$ cat config.mk
export PLATFORM = sky130hd
export DESIGN_NAME = hazard_unit_mc_flat
export DESIGN_NICKNAME = d
export VERILOG_FILES = /design/src/rtl/hazard_unit_mc_if.sv /design/src/rtl/hazard_unit_mc.sv /design/src/flat_wrapper.sv
export SDC_FILE = /design/constraint.sdc
export NUM_CORES = 1
export LEC_CHECK = 0
export CELL_PAD_IN_SITES_DETAIL_PLACEMENT = 0
export CELL_PAD_IN_SITES_GLOBAL_PLACEMENT = 1
export CORE_MARGIN = 2
export CORE_UTILIZATION = 45
export CTS_BUF_LIST = sky130_fd_sc_hd__clkbuf_16
export DETAILED_ROUTE_END_ITERATION = 6
export DONT_BUFFER_PORTS = 1
export GPL_TIMING_DRIVEN = 0
export PLACE_DENSITY = 0.82
export SLEW_MARGIN = 10
export SYNTH_ARGS = -nofsm -noshare
export SYNTH_HDL_FRONTEND = slang
export SYNTH_SLANG_ARGS = --single-unit
$ cat constraint.sdc
create_clock -name clk -period 5.75 [get_ports clk]
set_clock_uncertainty 0.15 [all_clocks]
set_input_delay 0.8625 -clock clk [delete_from_list [all_inputs] [get_ports clk]]
set_output_delay 0.8625 -clock clk [all_outputs]
set_load 0.05 [all_outputs]
$ cat src/rtl/hazard_unit_mc_if.sv
// Hazard-unit bundle between the 5-stage datapath and the hazard controller.
// The datapath (master) reports stage register indices, write enables and the
// mul/div handshake; the hazard unit (slave) returns stage stalls, flushes,
// operand-mux selects and the mul/div start pulse.
interface hazard_unit_mc_if #(
  parameter int REG_ADDR_W = 5
);
  logic [REG_ADDR_W-1:0] rs1_d;
  logic [REG_ADDR_W-1:0] rs2_d;
  logic [REG_ADDR_W-1:0] rs1_e;
  logic [REG_ADDR_W-1:0] rs2_e;
  logic [REG_ADDR_W-1:0] rd_e;
  logic [REG_ADDR_W-1:0] rd_m;
  logic [REG_ADDR_W-1:0] rd_w;
  logic                  regwrite_e;
  logic                  regwrite_m;
  logic                  regwrite_w;
  logic [1:0]            resultsrc_e;
  logic                  pcsrc_e;
  logic                  md_op_e;
  logic                  md_done;
  logic                  md_start;
  logic                  stall_f;
  logic                  stall_d;
  logic                  stall_e;
  logic                  flush_d;
  logic                  flush_e;
  logic                  flush_m;
  logic [1:0]            forward_a;
  logic [1:0]            forward_b;

  modport master (
    output rs1_d, rs2_d, rs1_e, rs2_e, rd_e, rd_m, rd_w,
    output regwrite_e, regwrite_m, regwrite_w, resultsrc_e, pcsrc_e,
    output md_op_e, md_done,
    input  md_start, stall_f, stall_d, stall_e, flush_d, flush_e, flush_m,
    input  forward_a, forward_b
  );

  modport slave (
    input  rs1_d, rs2_d, rs1_e, rs2_e, rd_e, rd_m, rd_w,
    input  regwrite_e, regwrite_m, regwrite_w, resultsrc_e, pcsrc_e,
    input  md_op_e, md_done,
    output md_start, stall_f, stall_d, stall_e, flush_d, flush_e, flush_m,
    output forward_a, forward_b
  );
endinterface

$ cat src/rtl/hazard_unit_mc.sv
// Hazard unit for the 5-stage RV32 pipeline: M/W forwarding, load-use stall,
// branch flush, multi-cycle mul/div hold and saturating perf counters.
//
//   state   | meaning
//   --------+-----------------------------------------------------------
//   IDLE    | no mul/div in flight; a mul/div in E starts the unit
//   MD_BUSY | mul/div running; F/D/E held and M bubbled until md_done
module hazard_unit_mc #(
  parameter int REG_ADDR_W = 5,
  parameter int CNT_W      = 32,
  parameter bit MD_EN      = 1'b1
) (
  input  logic             clk,
  input  logic             rst_n,
  hazard_unit_mc_if.slave  hif,
  input  logic             perf_clr,
  output logic [CNT_W-1:0] load_stall_cnt,
  output logic [CNT_W-1:0] md_stall_cnt,
  output logic [CNT_W-1:0] flush_cnt
);

  localparam logic [REG_ADDR_W-1:0] REG_ZERO = '0;
  localparam logic [CNT_W-1:0]      CNT_MAX  = '1;

  typedef enum logic [0:0] {
    IDLE    = 1'b0,
    MD_BUSY = 1'b1
  } md_state_t;

  md_state_t state_q, state_nxt;
  logic      md_hold;
  logic      md_go;
  logic      lu;

  // Operand source for E: a newer producer in M wins over an older one in W.
  function automatic logic [1:0] fwd_sel(input logic [REG_ADDR_W-1:0] rs);
    if (hif.regwrite_m && hif.rd_m != REG_ZERO && hif.rd_m == rs)
      return 2'b10;
    else if (hif.regwrite_w && hif.rd_w != REG_ZERO && hif.rd_w == rs)
      return 2'b01;
    else
      return 2'b00;
  endfunction

  function automatic logic [CNT_W-1:0] sat_inc(input logic [CNT_W-1:0] v);
    return (v == CNT_MAX) ? v : v + 1'b1;
  endfunction

  // Forwarding muxes are purely combinational and unaffected by reset.
  always_comb begin
    hif.forward_a = fwd_sel(hif.rs1_e);
    hif.forward_b = fwd_sel(hif.rs2_e);
  end

  // Load in E whose destination is read by the instruction in D.
  always_comb begin
    lu = (hif.resultsrc_e == 2'b01) && hif.regwrite_e && (hif.rd_e != REG_ZERO) &&
         (((hif.rs1_d != REG_ZERO) && (hif.rs1_d == hif.rd_e)) ||
          ((hif.rs2_d != REG_ZERO) && (hif.rs2_d == hif.rd_e)));
  end

  // FSM state register.
  always_ff @(posedge clk or negedge rst_n) begin
    if (!rst_n) state_q <= IDLE;
    else        state_q <= state_nxt;
  end

  // FSM next state; hold starts in the launch cycle and drops in the done
  // cycle so E can capture the result. A taken branch blocks the launch.
  always_comb begin
    state_nxt = state_q;
    md_hold   = 1'b0;
    md_go     = 1'b0;
    case (state_q)
      IDLE: begin
        if (MD_EN && hif.md_op_e && !hif.pcsrc_e) begin
          state_nxt = MD_BUSY;
          md_hold   = 1'b1;
          md_go     = 1'b1;
        end
      end
      MD_BUSY: begin
        if (hif.md_done) state_nxt = IDLE;
        else             md_hold   = 1'b1;
      end
      default: state_nxt = IDLE;
    endcase
  end

  // Stage controls, all forced low while reset is held.
  always_comb begin
    hif.md_start = rst_n & md_go;
    hif.stall_e  = rst_n & md_hold;
    hif.stall_d  = rst_n & (md_hold | lu);
    hif.stall_f  = rst_n & (md_hold | lu);
    hif.flush_m  = rst_n & md_hold;
    hif.flush_e  = rst_n & ((lu & ~md_hold) | hif.pcsrc_e);
    hif.flush_d  = rst_n & hif.pcsrc_e;
  end

  // Saturating performance counters; clear beats increment.
  always_ff @(posedge clk or negedge rst_n) begin
    if (!rst_n) begin
      load_stall_cnt <= '0;
      md_stall_cnt   <= '0;
      flush_cnt      <= '0;
    end else if (perf_clr) begin
      load_stall_cnt <= '0;
      md_stall_cnt   <= '0;
      flush_cnt      <= '0;
    end else begin
      if (lu && !md_hold) load_stall_cnt <= sat_inc(load_stall_cnt);
      if (md_hold)        md_stall_cnt   <= sat_inc(md_stall_cnt);
      if (hif.pcsrc_e)    flush_cnt      <= sat_inc(flush_cnt);
    end
  end

endmodule

$ cat src/flat_wrapper.sv
// flat-port wrapper written by rule: the top's interface ports become plain ports
module hazard_unit_mc_flat 
#(
  parameter int REG_ADDR_W = 5,
  parameter int CNT_W      = 32,
  parameter bit MD_EN      = 1'b1
)
  (clk, rst_n, perf_clr, load_stall_cnt, md_stall_cnt, flush_cnt, hif_rs1_d, hif_rs2_d, hif_rs1_e, hif_rs2_e, hif_rd_e, hif_rd_m, hif_rd_w, hif_regwrite_e, hif_regwrite_m, hif_regwrite_w, hif_resultsrc_e, hif_pcsrc_e, hif_md_op_e, hif_md_done, hif_md_start, hif_stall_f, hif_stall_d, hif_stall_e, hif_flush_d, hif_flush_e, hif_flush_m, hif_forward_a, hif_forward_b);
  hazard_unit_mc_if #(.REG_ADDR_W(REG_ADDR_W)) hif_i ();
  input  logic clk;
  input  logic rst_n;
  input  logic perf_clr;
  output logic [CNT_W-1:0] load_stall_cnt;
  output logic [CNT_W-1:0] md_stall_cnt;
  output logic [CNT_W-1:0] flush_cnt;
  input wire logic [$bits(hif_i.rs1_d)-1:0] hif_rs1_d;
  input wire logic [$bits(hif_i.rs2_d)-1:0] hif_rs2_d;
  input wire logic [$bits(hif_i.rs1_e)-1:0] hif_rs1_e;
  input wire logic [$bits(hif_i.rs2_e)-1:0] hif_rs2_e;
  input wire logic [$bits(hif_i.rd_e)-1:0] hif_rd_e;
  input wire logic [$bits(hif_i.rd_m)-1:0] hif_rd_m;
  input wire logic [$bits(hif_i.rd_w)-1:0] hif_rd_w;
  input wire logic [$bits(hif_i.regwrite_e)-1:0] hif_regwrite_e;
  input wire logic [$bits(hif_i.regwrite_m)-1:0] hif_regwrite_m;
  input wire logic [$bits(hif_i.regwrite_w)-1:0] hif_regwrite_w;
  input wire logic [$bits(hif_i.resultsrc_e)-1:0] hif_resultsrc_e;
  input wire logic [$bits(hif_i.pcsrc_e)-1:0] hif_pcsrc_e;
  input wire logic [$bits(hif_i.md_op_e)-1:0] hif_md_op_e;
  input wire logic [$bits(hif_i.md_done)-1:0] hif_md_done;
  output wire logic [$bits(hif_i.md_start)-1:0] hif_md_start;
  output wire logic [$bits(hif_i.stall_f)-1:0] hif_stall_f;
  output wire logic [$bits(hif_i.stall_d)-1:0] hif_stall_d;
  output wire logic [$bits(hif_i.stall_e)-1:0] hif_stall_e;
  output wire logic [$bits(hif_i.flush_d)-1:0] hif_flush_d;
  output wire logic [$bits(hif_i.flush_e)-1:0] hif_flush_e;
  output wire logic [$bits(hif_i.flush_m)-1:0] hif_flush_m;
  output wire logic [$bits(hif_i.forward_a)-1:0] hif_forward_a;
  output wire logic [$bits(hif_i.forward_b)-1:0] hif_forward_b;
  assign hif_i.rs1_d = hif_rs1_d;
  assign hif_i.rs2_d = hif_rs2_d;
  assign hif_i.rs1_e = hif_rs1_e;
  assign hif_i.rs2_e = hif_rs2_e;
  assign hif_i.rd_e = hif_rd_e;
  assign hif_i.rd_m = hif_rd_m;
  assign hif_i.rd_w = hif_rd_w;
  assign hif_i.regwrite_e = hif_regwrite_e;
  assign hif_i.regwrite_m = hif_regwrite_m;
  assign hif_i.regwrite_w = hif_regwrite_w;
  assign hif_i.resultsrc_e = hif_resultsrc_e;
  assign hif_i.pcsrc_e = hif_pcsrc_e;
  assign hif_i.md_op_e = hif_md_op_e;
  assign hif_i.md_done = hif_md_done;
  assign hif_md_start = hif_i.md_start;
  assign hif_stall_f = hif_i.stall_f;
  assign hif_stall_d = hif_i.stall_d;
  assign hif_stall_e = hif_i.stall_e;
  assign hif_flush_d = hif_i.flush_d;
  assign hif_flush_e = hif_i.flush_e;
  assign hif_flush_m = hif_i.flush_m;
  assign hif_forward_a = hif_i.forward_a;
  assign hif_forward_b = hif_i.forward_b;
  hazard_unit_mc #(.REG_ADDR_W(REG_ADDR_W), .CNT_W(CNT_W), .MD_EN(MD_EN)) u_core (.clk(clk), .rst_n(rst_n), .hif(hif_i), .perf_clr(perf_clr), .load_stall_cnt(load_stall_cnt), .md_stall_cnt(md_stall_cnt), .flush_cnt(flush_cnt));
endmodule
Word-level counts from Yosys, hierarchy flattened
Index checks and enable logic that the tools add are counted.
{ "op_classes": {"addsub": 3, "eq_ne": 13, "mux": 17, "bitwise": 10, "reduce_logical": 27} }
{ "ops": {"columns": ["cell", "count"], "rows": [
  ["$mux W32", 9],
  ["$add A32 B1 Y32 const B", 3],
  ["$eq A32 B32 Y1 const B", 3],
  ["$eq A5 B5 Y1", 6],
  ["$reduce_bool A5 Y1", 5],
  ["$logic_and A1 B1 Y1", 13],
  ["$and A1 B1 Y1", 6],
  ["$ne A2 B2 Y1 const B", 3],
  ["$reduce_and A2 Y1", 3],
  ["$reduce_bool A2 Y1", 3],
  ["$mux W1", 5],
  ["$mux W2", 2],
  ["$eq A2 B1 Y1 const B", 1],
  ["$logic_not A1 Y1", 2],
  ["$not A1 Y1", 2],
  ["$or A1 B1 Y1", 2],
  ["$pmux W1 S2", 1],
  ["$logic_or A1 B1 Y1", 1]
]} }
{ "totals": {"regBits": 97, "inputBits": 46, "out_inout_bits": 107, "elab_cells": 74} }

Depth between registers and ports, before layout
{ "logic_depth": {"word_depth": 8, "mapped_depth": 9, "ltp_nobuf": 7} }

Least setup slack after synthesis
No wires, ideal clock.
{ "synth_timing": {"kind": "input -> output", "from": "in hif_rd_m[4]", "to": "out hif_forward_a[0]", "arrival_time_ps": 3440, "required_ps": 4738, "setup_slack_ps": 1298, "path_stages": 4, "n_path_buf": 0, "cell_sequence": "or4_1 > o21ai_0 > nor4_1 > nor4_1"} }
{ "synth_via": {"elab_chain_len": 4, "elab_cells_between_ends": 5, "cone_classes": "eq/ne (1); mux (1); reduce/logical (3)"} }
{ "synth_rtl": {"columns": ["element", "line_no", "text"], "rows": [
  ["start, declared", "flat_wrapper.sv:21", "input wire logic [$bits(hif_i.rd_m)-1:0] hif_rd_m;"],
  ["$reduce_bool A5 Y1", "hazard_unit_mc.sv:37", "if (hif.regwrite_m && hif.rd_m != REG_ZERO && hif.rd_m == rs)"],
  ["$logic_and A1 B1 Y1", "hazard_unit_mc.sv:37", null],
  ["$logic_and A1 B1 Y1 (*)", "hazard_unit_mc.sv:37", null],
  ["$mux W2 (*)", "hazard_unit_mc.sv:37", null],
  ["end, declared", "flat_wrapper.sv:37", "output wire logic [$bits(hif_i.forward_a)-1:0] hif_forward_a;"]
]} }
Mark *: on every way between the ends. The rest lies on a longest branch, timed or not.

Worst setup path in the final report
{ "layout_timing": {"from": "in hif_rd_m[4]", "to": "out hif_forward_b[0]"} }
{ "layout_via": {"elab_chain_len": 4, "elab_cells_between_ends": 5, "cone_classes": "eq/ne (1); mux (1); reduce/logical (3)"} }
{ "layout_rtl": {"columns": ["element", "line_no", "text"], "rows": [
  ["$reduce_bool A5 Y1", "hazard_unit_mc.sv:37", null],
  ["$logic_and A1 B1 Y1", "hazard_unit_mc.sv:37", null],
  ["$logic_and A1 B1 Y1 (*)", "hazard_unit_mc.sv:37", null],
  ["$mux W2 (*)", "hazard_unit_mc.sv:37", null],
  ["end, declared", "flat_wrapper.sv:38", "output wire logic [$bits(hif_i.forward_b)-1:0] hif_forward_b;"]
]} }
Marked as above.

==> results.ini <==
[status]
status = complete, no violations

[placement]
place.gp.congestion = 0.8691
hpwl_mm = 10.78
portBuffers = 0
place_area_um2 = 6060

[clock_tree]
clock_sinks = 97
post_cts_resized = 0
htree_levels = 3
postCtsSetupBuffers = 0
clk_pin_slew_worst_paths_ns = 0.07
clkLatencyLatePin_ns = 0.35
cts_tree = built
cts_hold_buf = 0
clock_path_buffers = 2
cts_made_buffers = 9
root_buffer = clkbuf_16

[global_routing]
grt_max_degree = 103
track_usage = 0.2158
grt_pass1_vias = 4730
gr-total-overflow = 0
grt_pass1_wl_mm = 24.43
antenna_found_initial = 0

[layout]
layout_common_cells = dfrtp_1 (97), nor2_1 (77), nand3_1 (46)
syn_to_final_growth_pct = 9.572
drive_gt1_frac = 0.08748
fin_util = 0.5048
n_antenna_cell = 0
final_common_cell = dfrtp_1
nets = 708
stdcell_area_um2 = 6345

[floorplan]
core_area_um2 = 12570
die_area_um2 = 13790
die_h_um = 117.4
io_pins = 153
die_x_um = 117.4
start_util = 0.4607
row_count = 41

[routing]
dr_total_vias = 5012
drt_first_pass_iters = 5
drt_iter0_drc = 304
post_drt_wl_per_cell_um = 17.80
via_per_inst = 6.002
ant_nets = 0
drt_wl_total_mm = 14.86
drcViolationCount = 0

[yosys]
synth.distinct_cells = 55
syn_inst = 644
synth_edf_count = 0
synthFlopType = dfrtp_1
yosysWarnings = 0
ys_seq_area_frac = 0.4192
ys_ff_latch = 97
syn_nets = 693
syn_area_per_cell_um2 = 8.992
ys_async_sr_fraction = 1.000
syn_area_um2 = 5791

[sta]
slew_violations = 0
hold_slack_ns = 0.05791
worst_slew_pin_slew_ns = 1.244
fmax_mhz = 241.1
fin_crit_ns = 4.147
setup_viol = 0
rsz0062_at_grt = no
fin_crit_sh = 0.7212
slew_headroom = 0.1585
hold_viol_final = 0
setup_tns_ns = 0

[critical_path]
cp.required_ns = 4.74
startpoint_type = input pin
crit_type = in2out
cp-end-kind = primary output
crit_path_max_fanout = 3
arrival_ns = 3.13

[pwr]
total_power_w = 0.001381
ir_worst_vdd_mv = 0.1124
p_per_area_nw_per_um2 = 217.7
leakage_nw = 2.396

[min_path]
hold_path_class = in2async

[job]
maxCapViolations = 0

==> worst paths after layout <==
check                                          from                        end  slack (ns)  depth (start not counted)
setup reg to reg           u_core.load_stall_cnt[7]  u_core.load_stall_cnt[23]        2.58                          6
max in group asynchronous                     rst_n       u_core.flush_cnt[17]        5.21                          0
min in group clk                u_core.flush_cnt[1]        u_core.flush_cnt[1]        0.67                          2
hold reg to reg                 u_core.flush_cnt[1]        u_core.flush_cnt[1]        0.67                          2
hold / removal                                rst_n       u_core.flush_cnt[19]        0.06                          0
setup / recovery                        hif_rd_m[4]           hif_forward_b[0]        1.60                          6
==> per-stage QoR <==
| stage | std cells | worst slack [ns] |
|---|---|---|
| 2_1_floorplan | 644 | 1.298 |
| 3_3_place_gp | 816 | 1.185 |
| 3_5_place_dp | 820 | 1.577 |
| 4_1_cts | 835 | 1.567 |
| 5_1_grt | 835 | 1.533 |
| 6_report | 835 | 1.603 |
==> worst max-delay path: stages <==
cell,delay (ns)
or4_1,0.50
o21ai_0,0.32
nor4_2,0.09
buf_4,0.20
buf_1,0.12
nor4_2,1.03
==> registers in the layout, summed over array words and instances, names as in the netlist <==
register               cells
u_core.state_q             1
u_core.load_stall_cnt     32
u_core.flush_cnt          32
u_core.md_stall_cnt       32
==> synthesized netlist by cell type, types with 11 or more instances <==
master    count  area share
or3_1        32       0.035
dfrtp_1      97        0.42
xnor2_1      31       0.047
nor4_1       15       0.016
nand3_1      46       0.040
or4_1        16       0.021
and3_1       16       0.017
clkbuf_1     17       0.011
nor3_1       14       0.012
nand2_1      32       0.021
nand4_1      29       0.031
o21ai_0      29       0.025
nor2_1       77       0.050
nor2b_1      11       0.012
xor2_1       41       0.062
a21oi_1      41       0.035
==> power breakdown <==
part	switching [W]	leakage (nW)	internal (W)
Clock	0.000265	0.143	0.000334
Combinational	0.0000530	0.901	0.0000268
Sequential	0.0000172	1.35	0.000686
Total	0.000335	2.40	0.00105
==> layer usage <==
metal  up-vias  global-route usage  part of all wire
li1       2393                   -                 -
met1      2458              0.2655              0.43
met2       142              0.3567              0.49
met3        19             0.06955             0.068
met4         0             0.07530             0.015
met5         -                   0                 0
==> cell families after synthesis <==
family	after synthesis	synth area share
adders and majority gates	3	0.006483
xor gates and xnor gates	72	0.1089
and+or+nand+nor	327	0.3127
muxes	11	0.02312
buffers and inverters	34	0.02485
DFF	97	0.4192
AOI/OAI and AO/OA	100	0.1048
==> cell type report <==
type / instances / area, um2
fill: 1243 / 6223
multi-input combinational: 513 / 3251
sequential: 97 / 2427
clock buffer: 9 / 225.2
tap: 172 / 215.2
buffer: 26 / 113.9
clock inverter: 6 / 60.06
inverter: 8 / 30.03
timing repair buffer: 4 / 22.52
Note: power is estimated with default switching activity, not from simulation.
